$ cat config.mk
export PLATFORM = sky130hd
export DESIGN_NAME = color_led_driver
export DESIGN_NICKNAME = d
export VERILOG_FILES = /design/src/rtl/color_led_driver.sv
export SDC_FILE = /design/constraint.sdc
export NUM_CORES = 1
export LEC_CHECK = 0
export CORE_ASPECT_RATIO = 1.25
export CORE_MARGIN = 2
export CORE_UTILIZATION = 64
export CTS_CLUSTER_SIZE = 40
export DETAILED_ROUTE_END_ITERATION = 8
export PLACE_DENSITY = 0.92
export SYNTH_ARGS = -nofsm -noshare
export SYNTH_HDL_FRONTEND = slang
export SYNTH_SLANG_ARGS = --single-unit
$ cat constraint.sdc
create_clock -name clk_1MHz -period 3.4 [get_ports clk_1MHz]
set_input_delay 0.34 -clock clk_1MHz [delete_from_list [all_inputs] [get_ports clk_1MHz]]
set_output_delay 0.34 -clock clk_1MHz [all_outputs]
set_load 0.03 [all_outputs]
$ cat src/rtl/color_led_driver.sv
// rtl/color_led_driver.sv - colour-code qualifier, display hold FSM and PWM RGB LED driver
//
// Purpose:
//   Takes the 2-bit colour code from the colour-sensor detector, synchronises
//   it, requires it to be stable for STABLE_CYCLES samples, latches it as the
//   shown colour and holds it for at least HOLD_CYCLES before another change
//   is accepted. The matching RGB channel is driven with a PWM brightness.
//
// Optional feature macro: COLOR_LED_BLINK_EN
//   Defined   : LED additionally blinks while in SHOW (hold_cnt[BLINK_BIT]).
//   Undefined : SHOW and FREE drive identically (steady PWM).
//
// Ports:
//   clk_1MHz      in   1  system clock
//   rst_n         in   1  asynchronous active-low reset
//   color         in   2  colour code (0 none, 1 red, 2 green, 3 blue)
//   led_en        in   1  global LED enable, gates led_r/g/b only
//   led_r         out  1  red LED drive, registered
//   led_g         out  1  green LED drive, registered
//   led_b         out  1  blue LED drive, registered
//   shown_color   out  2  currently latched colour, 0 = none
//   color_update  out  1  one-cycle pulse when shown_color changes
//   hold_active   out  1  high while in SHOW

module color_led_driver #(
   parameter int STABLE_CYCLES = 1000,
   parameter int HOLD_CYCLES   = 500000,
   parameter int PWM_BITS      = 8,
   parameter int DUTY          = 64,
   parameter int BLINK_BIT     = 16
) (
   input  logic       clk_1MHz,
   input  logic       rst_n,
   input  logic [1:0] color,
   input  logic       led_en,
   output logic       led_r,
   output logic       led_g,
   output logic       led_b,
   output logic [1:0] shown_color,
   output logic       color_update,
   output logic       hold_active
);

   localparam int SW       = (STABLE_CYCLES > 1) ? $clog2(STABLE_CYCLES) : 1;
   localparam int HW_BASE  = (HOLD_CYCLES > 1) ? $clog2(HOLD_CYCLES) : 1;
   // Hold counter is also wide enough to carry the blink bit.
   localparam int HW       = (HW_BASE > BLINK_BIT + 1) ? HW_BASE : BLINK_BIT + 1;

   localparam logic [SW-1:0]     STAB_MAX = SW'(STABLE_CYCLES - 1);
   localparam logic [HW-1:0]     HOLD_MAX = HW'(HOLD_CYCLES - 1);
   localparam logic [PWM_BITS:0] DUTY_W   = (PWM_BITS + 1)'(DUTY);
   localparam bit                DUTY_FULL = (DUTY == (1 << PWM_BITS));

   typedef enum logic [1:0] {
      IDLE = 2'd0,
      SHOW = 2'd1,
      FREE = 2'd2
   } state_t;

   // ---------------------------------------------------------------
   // Input synchroniser (2 flops)
   // ---------------------------------------------------------------
   logic [1:0] color_s1_q;
   logic [1:0] color_s_q;

   always_ff @(posedge clk_1MHz or negedge rst_n) begin
      if (!rst_n) begin
         color_s1_q <= 2'd0;
         color_s_q  <= 2'd0;
      end else begin
         color_s1_q <= color;
         color_s_q  <= color_s1_q;
      end
   end

   // ---------------------------------------------------------------
   // Stability qualifier
   // ---------------------------------------------------------------
   logic [1:0]    cand_q,     cand_d;
   logic [SW-1:0] stab_cnt_q, stab_cnt_d;
   logic          qual;

   always_comb begin
      cand_d     = cand_q;
      stab_cnt_d = stab_cnt_q;
      if (color_s_q != cand_q) begin
         cand_d     = color_s_q;
         stab_cnt_d = '0;
      end else if (stab_cnt_q != STAB_MAX) begin
         stab_cnt_d = stab_cnt_q + 1'b1;
      end
   end

   always_ff @(posedge clk_1MHz or negedge rst_n) begin
      if (!rst_n) begin
         cand_q     <= 2'd0;
         stab_cnt_q <= '0;
      end else begin
         cand_q     <= cand_d;
         stab_cnt_q <= stab_cnt_d;
      end
   end

   assign qual = (stab_cnt_q == STAB_MAX);

   // ---------------------------------------------------------------
   // Display FSM
   // ---------------------------------------------------------------
   state_t        state_q;
   logic [1:0]    shown_q;
   logic          update_q;
   logic          hold_active_q;
   logic [HW-1:0] hold_cnt_q;

   always_ff @(posedge clk_1MHz or negedge rst_n) begin
      if (!rst_n) begin
         state_q       <= IDLE;
         shown_q       <= 2'd0;
         update_q      <= 1'b0;
         hold_active_q <= 1'b0;
         hold_cnt_q    <= '0;
      end else begin
         update_q <= 1'b0;
         case (state_q)
            IDLE: begin
               if (qual && cand_q != 2'd0) begin
                  state_q       <= SHOW;
                  shown_q       <= cand_q;
                  update_q      <= 1'b1;
                  hold_active_q <= 1'b1;
                  hold_cnt_q    <= '0;
               end
            end
            SHOW: begin
               // Qualified codes are ignored here; on expiry we only move to
               // FREE, and a still-qualified code is taken the cycle after.
               if (hold_cnt_q == HOLD_MAX) begin
                  state_q       <= FREE;
                  hold_active_q <= 1'b0;
               end else begin
                  hold_cnt_q <= hold_cnt_q + 1'b1;
               end
            end
            FREE: begin
               if (qual && cand_q != shown_q) begin
                  shown_q  <= cand_q;
                  update_q <= 1'b1;
                  if (cand_q == 2'd0) begin
                     state_q <= IDLE;
                  end else begin
                     state_q       <= SHOW;
                     hold_active_q <= 1'b1;
                     hold_cnt_q    <= '0;
                  end
               end
            end
            default: begin
               state_q       <= IDLE;
               shown_q       <= 2'd0;
               hold_active_q <= 1'b0;
            end
         endcase
      end
   end

   // ---------------------------------------------------------------
   // PWM and LED drive
   // ---------------------------------------------------------------
   logic [PWM_BITS-1:0] pwm_cnt_q;
   logic                pwm_on;
   logic                blink_ok;
   logic                drive;
   logic                led_r_q, led_g_q, led_b_q;

   always_ff @(posedge clk_1MHz or negedge rst_n) begin
      if (!rst_n) begin
         pwm_cnt_q <= '0;
      end else begin
         pwm_cnt_q <= pwm_cnt_q + 1'b1;
      end
   end

   // Extra top bit lets DUTY reach 2**PWM_BITS without truncating to 0.
   assign pwm_on = DUTY_FULL || ({1'b0, pwm_cnt_q} < DUTY_W);

`ifdef COLOR_LED_BLINK_EN
   assign blink_ok = (state_q != SHOW) || !hold_cnt_q[BLINK_BIT];
`else
   assign blink_ok = 1'b1;
`endif

   assign drive = led_en && (state_q != IDLE) && pwm_on && blink_ok;

   always_ff @(posedge clk_1MHz or negedge rst_n) begin
      if (!rst_n) begin
         led_r_q <= 1'b0;
         led_g_q <= 1'b0;
         led_b_q <= 1'b0;
      end else begin
         led_r_q <= drive && (shown_q == 2'd1);
         led_g_q <= drive && (shown_q == 2'd2);
         led_b_q <= drive && (shown_q == 2'd3);
      end
   end

   assign led_r        = led_r_q;
   assign led_g        = led_g_q;
   assign led_b        = led_b_q;
   assign shown_color  = shown_q;
   assign color_update = update_q;
   assign hold_active  = hold_active_q;

endmodule

==> impl_metrics.json, run 1 <==
{
  "multi_input_area_um2": 1120,
  "seqCellArea_um2": 1300,
  "vdd_drop_max_mv": 0.271,
  "cp.arrival_ps": 2810,
  "final_common_cell": "dfrtp_1",
  "ys_seq_elements": 52,
  "dp.cells": 282,
  "grt_use_total_pct": 24.3,
  "ctsLongestPathBuffers": 2,
  "worst_ep_required_time_ps": 3580,
  "path_class": "reg2reg",
  "antenna_found_initial": 0,
  "core_area_um2": 3750,
  "final.setup.tns_ps": 0,
  "pwr-share-seq_pct": 57.1,
  "hold_buffers": 0,
  "finalNetCount": 257,
  "die_w_um": 60.0,
  "max_clock_freq_mhz": 381,
  "async_reset_ff_share_pct": 100,
  "crit_fanout": 14,
  "p_switching_uw": 231,
  "fillers": 239,
  "antenna_cells": 0,
  "die_area_um2": 4430,
  "clkPwrFrac_pct": 40.1,
  "finalPower_uw": 1110,
  "grt_pass1_wl_um": 7990,
  "post-dp-hpwl_um": 3180,
  "synth_edf_count": 0,
  "status": "finished clean",
  "cts_setup_buffers": 0,
  "powerDensity_nw_per_um2": 405,
  "dr_total_vias": 1864,
  "io_buffers": 11,
  "grt_pass1_vias": 1823,
  "drt_iter0_drc": 124,
  "cts.sinks": 52,
  "postRouteAntennaNets": 0,
  "grt_max_degree": 53,
  "rows": 25,
  "cap_violations": 0,
  "crit_path_max_incr_delay_ps": 720,
  "yosysSeqAreaShare_pct": 51.9,
  "clock_skew_ps": 7.20,
  "design_area_um2": 2730,
  "p_comb_share_pct": 2.8,
  "hold_violations": 0,
  "setup.worst_path.start_class": "flip-flop",
  "tritoncts": "done",
  "hold_ws_ps": 226,
  "holdCritPathClass": "in2async",
  "die_h_um": 73.9,
  "instances_no_fill": 290,
  "synthCells": 244,
  "end_kind": "flip-flop",
  "yosysWarnings": 0,
  "cts.clk_slew.worst_paths_ps": 90,
  "cp_cell_sequence": "ha_1 > nand4b_1 > or4_1 > a2111oi_4 > nor2_4 > inv_2 > a31oi_1",
  "finalMaxSlewViolations": 0,
  "fin_crit_sh_pct": 77.2,
  "areaGrowthSynthToFinish_pct": 8.89,
  "num_io_pins": 12,
  "dr.pass1.iters": 5,
  "clkLatencyLatePin_ps": 310,
  "most-common-layout-cells": "dfrtp_1 (52), nand2_1 (26), nor2_1 (18)",
  "synth_cell_type_count": 50,
  "drt_wl_total_um": 4750,
  "vias_per_cell": 6.43,
  "cp.depth": 7,
  "cpMaxStageDelayCell": "or4_1",
  "syn-mean-instance-area_um2": 10.3,
  "post_cts_resized": 0,
  "fin_crit_ps": 2620,
  "rsz0062_at_grt": "false",
  "routedWlPerCell_um": 16.4,
  "cts_made_buffers": 5,
  "critPathBufInv": 1,
  "root_buffer": "clkbuf_8",
  "synth_fp_nets": 252,
  "setup_viol": 0,
  "grt_overflow": 0,
  "place_area_um2": 2610,
  "initial_core_util_pct": 66.7,
  "crit_family": "simple AND/OR/NAND/NOR gates",
  "synthFlopType": "dfrtp_1",
  "drc_errors": 0,
  "tightest_slew_ps": 1100,
  "place_congestion": 0.797,
  "slew_headroom_pct": 26.4,
  "switching_share_pct": 20.9,
  "worst-r2r-cell-count": 7,
  "h-tree-depth": 2,
  "synth.cell_area_um2": 2500,
  "p_int_uw": 874,
  "leakage_uw": 0.00116,
  "drive_above_1_share_pct": 7.20
}
==> routing by layer <==
metal	vias up	track usage (%)	wire (um)	share of wire, %
li1	895	-	-	-
met1	910	28.3	1950	41
met2	51	42.6	2530	53
met3	8	5.39	201	4.2
met4	0	10.1	62	1.3
met5	-	0	0	0
==> stage by stage <==
stage               worst slack [ps]  util, %
global placement                 914     69.4
CTS                              779     72.7
detailed placement               800     69.4
floorplan                       1190        -
global route                     649     72.7
finish                           775     72.7
==> power by group through the flow <==
stage                     registers, uW  clock network [uW]  logic, uW
after detailed placement            643                   0       32.2
after global routing                632                 470       35.7
final                               631                 443       31.2
after floorplan                     639                   0       16.4
after global placement              642                   0       30.9
after CTS                           631                 448       32.5
==> layout make-up <==
cell class / instances / share of cell area (%)
Tap cell: 40 / 1.83
Inverter: 3 / 0.413
Multi-Input combinational cell: 174 / 41.2
Clock buffer: 6 / 3.03
Timing Repair Buffer: 13 / 4.40
Sequential cell: 52 / 47.7
Clock inverter: 2 / 1.42
==> sequential cells by signal, summed over array words and instances, names as in the netlist <==
| name | flops |
|---|---|
| led_b | 1 |
| color_s_q | 2 |
| shown_color | 2 |
| color_update | 1 |
| state_q | 2 |
| cand_q | 2 |
| led_g | 1 |
| hold_cnt_q | 19 |
| hold_active | 1 |
| color_s1_q | 2 |
| stab_cnt_q | 10 |
| pwm_cnt_q | 8 |
| led_r | 1 |
==> Yosys cell counts (all sizes together) (3+ instances only) <==
| library cell | n | share of area (%) |
|---|---|---|
| and3 | 5 | 1.2 |
| buf | 3 | 0.95 |
| nand4 | 6 | 1.5 |
| xnor2 | 11 | 3.8 |
| o21a | 3 | 0.90 |
| a21oi | 13 | 2.6 |
| o21ai | 10 | 2.0 |
| a41oi | 3 | 1.0 |
| inv | 3 | 0.45 |
| mux2i | 3 | 1.2 |
| nand3b | 3 | 0.90 |
| nor2 | 19 | 3.1 |
| nand2b | 3 | 0.75 |
| ha | 3 | 1.5 |
| a31oi | 14 | 4.1 |
| nand3 | 12 | 2.4 |
| dfrtp | 52 | 52 |
| nand2 | 26 | 3.9 |
| nor3 | 6 | 1.2 |
| clkbuf | 12 | 1.8 |
| xor2 | 5 | 1.7 |
==> path summary, 6_finish.rpt <==
check | start | endpoint | slack (ps)
worst max-delay path | stab_cnt_q[0]$_DFFE_PN0P_ | hold_cnt_q[17]$_DFFE_PN0P_ | 780
worst min-delay path | rst_n | led_b$_DFF_PN0_ | 230
worst max register to register | stab_cnt_q[0]$_DFFE_PN0P_ | hold_cnt_q[17]$_DFFE_PN0P_ | 780
worst min register to register | color_s1_q[1]$_DFF_PN0_ | color_s_q[1]$_DFF_PN0_ | 360
max in group asynchronous | rst_n | stab_cnt_q[7]$_DFFE_PN0P_ | 2490
min in group clk_1MHz | color_s1_q[1]$_DFF_PN0_ | color_s_q[1]$_DFF_PN0_ | 360
==> cells by family after synthesis <==
kind of cell	share of synthesized area [%]
multiplexers	1.65
AND/OR/NAND/NOR	21.1
AO/OA/AOI/OAI	15.0
flip-flops	51.9
XOR/XNOR	5.59
buffers and inverters	3.20
adder cells (fa/ha/maj)	1.50
Note: power is estimated with default switching activity, not from simulation.
==> inputs of run 2 (changes only) <==
--- a/config.mk
+++ b/config.mk
@@ -7,10 +7,10 @@
 export LEC_CHECK = 0
 export CORE_ASPECT_RATIO = 1.25
 export CORE_MARGIN = 2
-export CORE_UTILIZATION = 64
+export CORE_UTILIZATION = 59
 export CTS_CLUSTER_SIZE = 40
 export DETAILED_ROUTE_END_ITERATION = 8
-export PLACE_DENSITY = 0.92
+export PLACE_DENSITY = 0.86
 export SYNTH_ARGS = -nofsm -noshare
 export SYNTH_HDL_FRONTEND = slang
 export SYNTH_SLANG_ARGS = --single-unit
==> constraint.sdc (replaced) <==
create_clock -name clk_1MHz -period 2.5 [get_ports clk_1MHz]
set_input_delay 0.25 -clock clk_1MHz [delete_from_list [all_inputs] [get_ports clk_1MHz]]
set_output_delay 0.25 -clock clk_1MHz [all_outputs]
set_load 0.03 [all_outputs]
==> run 2 against run 1 <==
- combinational power rose by 42%
- power rose by 35%
- worst hold slack improved by 140 ps
- critical path type unchanged
- final cell count rose by 7.2%
- core utilization fell by 4.8 points
- fmax rose by 13%
- wire length fell by 5.0%
- cell area rose by 2.0%
- setup slack got worse by 600 ps
- first-iteration DRC count fell by 5.6%
- die area rose by 8.0%
- critical path depth did not move
==> impl_metrics.json, run 2 (synthesis gave the netlist of run 1 again) <==
{
  "status": "finished clean",
  "pwr-share-seq_pct": 57.6,
  "drt_wl_total_um": 4510,
  "crit_fanout": 14,
  "cts.sinks": 52,
  "fillers": 316,
  "drive_above_1_share_pct": 8.63,
  "setup.worst_path.start_class": "flip-flop",
  "fin_util_pct": 67.9,
  "root_buffer": "clkbuf_8",
  "vdd_drop_max_mv": 0.270,
  "cp.arrival_ps": 2520,
  "grt_use_total_pct": 20.2,
  "cpMaxStageDelayCell": "or4_1",
  "ctsLongestPathBuffers": 2,
  "die_h_um": 76.9,
  "critPathBufInv": 1,
  "postRouteAntennaNets": 0,
  "dr_total_vias": 1814,
  "powerDensity_nw_per_um2": 535,
  "clock_skew_ps": 6.06,
  "setup_viol": 0,
  "cap_violations": 0,
  "rsz0062_at_grt": "false",
  "io_buffers": 11,
  "vias_per_cell": 5.83,
  "instances_no_fill": 311,
  "tightest_slew_ps": 497,
  "antenna_cells": 0,
  "dr.pass1.iters": 4,
  "grt_overflow": 0,
  "cts.clk_slew.worst_paths_ps": 90,
  "cp_cell_sequence": "ha_1 > nand4b_1 > or4_1 > a2111oi_4 > nor2_4 > clkinv_2 > a31oi_1",
  "finalMaxSlewViolations": 0,
  "drt_iter0_drc": 117,
  "antenna_found_initial": 0,
  "place_congestion": 0.805,
  "r2r-start": "stab_cnt_q[0]$_DFFE_PN0P_",
  "grt_pass1_wl_um": 7650,
  "grt_pass1_vias": 1711,
  "path_class": "reg2reg",
  "routedWlPerCell_um": 14.5,
  "p_switching_uw": 323,
  "final_common_cell": "dfrtp_1",
  "h-tree-depth": 2,
  "worstHoldStart": "color_s1_q[1]$_DFF_PN0_",
  "post-dp-hpwl_um": 3050,
  "multi_input_area_um2": 1120,
  "leakage_uw": 0.00118,
  "core_area_um2": 4100,
  "worst_ep_required_time_ps": 2690,
  "end_kind": "flip-flop",
  "crit_family": "simple AND/OR/NAND/NOR gates",
  "most-common-layout-cells": "dfrtp_1 (52), nand2_1 (26), nor2_1 (18)",
  "num_io_pins": 12,
  "hold_violations": 0,
  "final.setup.tns_ps": 0,
  "clkLatencyLatePin_ps": 310,
  "die_w_um": 62.3,
  "crit_path_max_incr_delay_ps": 550,
  "rows": 26,
  "drc_errors": 0,
  "max_flop_register": "hold_cnt_q",
  "reg_top3": "hold_cnt_q x19, stab_cnt_q x10, pwm_cnt_q x8",
  "fin_crit_ps": 2330,
  "areaGrowthSynthToFinish_pct": 11.1,
  "p_comb_share_pct": 3.0,
  "seqCellArea_um2": 1300,
  "die_area_um2": 4790,
  "switching_share_pct": 21.7,
  "finalNetCount": 262,
  "max_clock_freq_mhz": 429,
  "fin_crit_sh_pct": 93.2,
  "slew_headroom_pct": 66.9,
  "largest_reg_flops": 19,
  "p_int_uw": 1170,
  "clkPwrFrac_pct": 39.4,
  "grt_max_degree": 28,
  "initial_core_util_pct": 61.1,
  "tritoncts": "done",
  "cts_made_buffers": 5,
  "dp.cells": 301,
  "holdCritPathClass": "reg2reg",
  "crit_start": "stab_cnt_q[0]$_DFFE_PN0P_"
}
==> run 2: cell count changes in the layout (fill, tap and decap cells not counted), sizes merged <==
cell,previous run,this run
buf,3,7
clkbuf,6,5
clkinvlp,0,1
dlygate4sd3,0,1
==> run 2: worst paths after layout <==
path / end / slack [ps] / cells after the start
worst max register to register: hold_cnt_q[7]$_DFFE_PN0P_ / 170 / 7
worst max-delay path: hold_cnt_q[7]$_DFFE_PN0P_ / 170 / 7
min in group asynchronous: pwm_cnt_q[7]$_DFF_PN0_ / 450 / 3
max in group asynchronous: stab_cnt_q[6]$_DFFE_PN0P_ / 1790 / 3
worst min-delay path: color_s_q[1]$_DFF_PN0_ / 360 / 0
worst min register to register: color_s_q[1]$_DFF_PN0_ / 360 / 0
==> run 2: area by class of cell <==
class                      count  area share, %
sequential                    52           46.8
multi-input combinational    174           40.4
timing repair buffer          18           5.76
tap                           56           2.52
clock buffer                   5           2.47
clock inverter                 3           1.66
inverter                       3          0.450
==> run 2: layer usage <==
| metal | routed length (um) | global-route usage [%] |
|---|---|---|
| met1 | 2120 | 26.1 |
| met2 | 2140 | 32.8 |
| met3 | 165 | 5.28 |
| met4 | 91 | 8.00 |
| met5 | 0 | 0 |
==> run 2: power by group through the flow <==
stage | Sequential [uW] | Clock, uW | Combinational [uW]
floorplan | 869 | 0 | 22.3
global placement | 874 | 0 | 44.3
detailed placement | 874 | 0 | 44.9
CTS | 858 | 598 | 46.4
global route | 860 | 631 | 51.6
finish | 858 | 587 | 44.4
==> run 2: stage by stage <==
step	hold WS [ps]	setup slack, ps	area [um^2]	total power [uW]
finish	362	171	2780	1490
global route	375	12.1	2780	1540
CTS	361	138	2770	1500
detailed placement	269	164	2650	919
global placement	266	199	2650	918
floorplan	-45.6	288	2500	892
==> run 2: repair_timing <==
item | 4_1_cts | 5_1_grt
endpoints found under the hold margin | 52 | 0
setup buffers | 0 | 1
gates resized for setup | 0 | 1
hold buffers | 1 | 0
setup endpoints to repair | 0 | 10
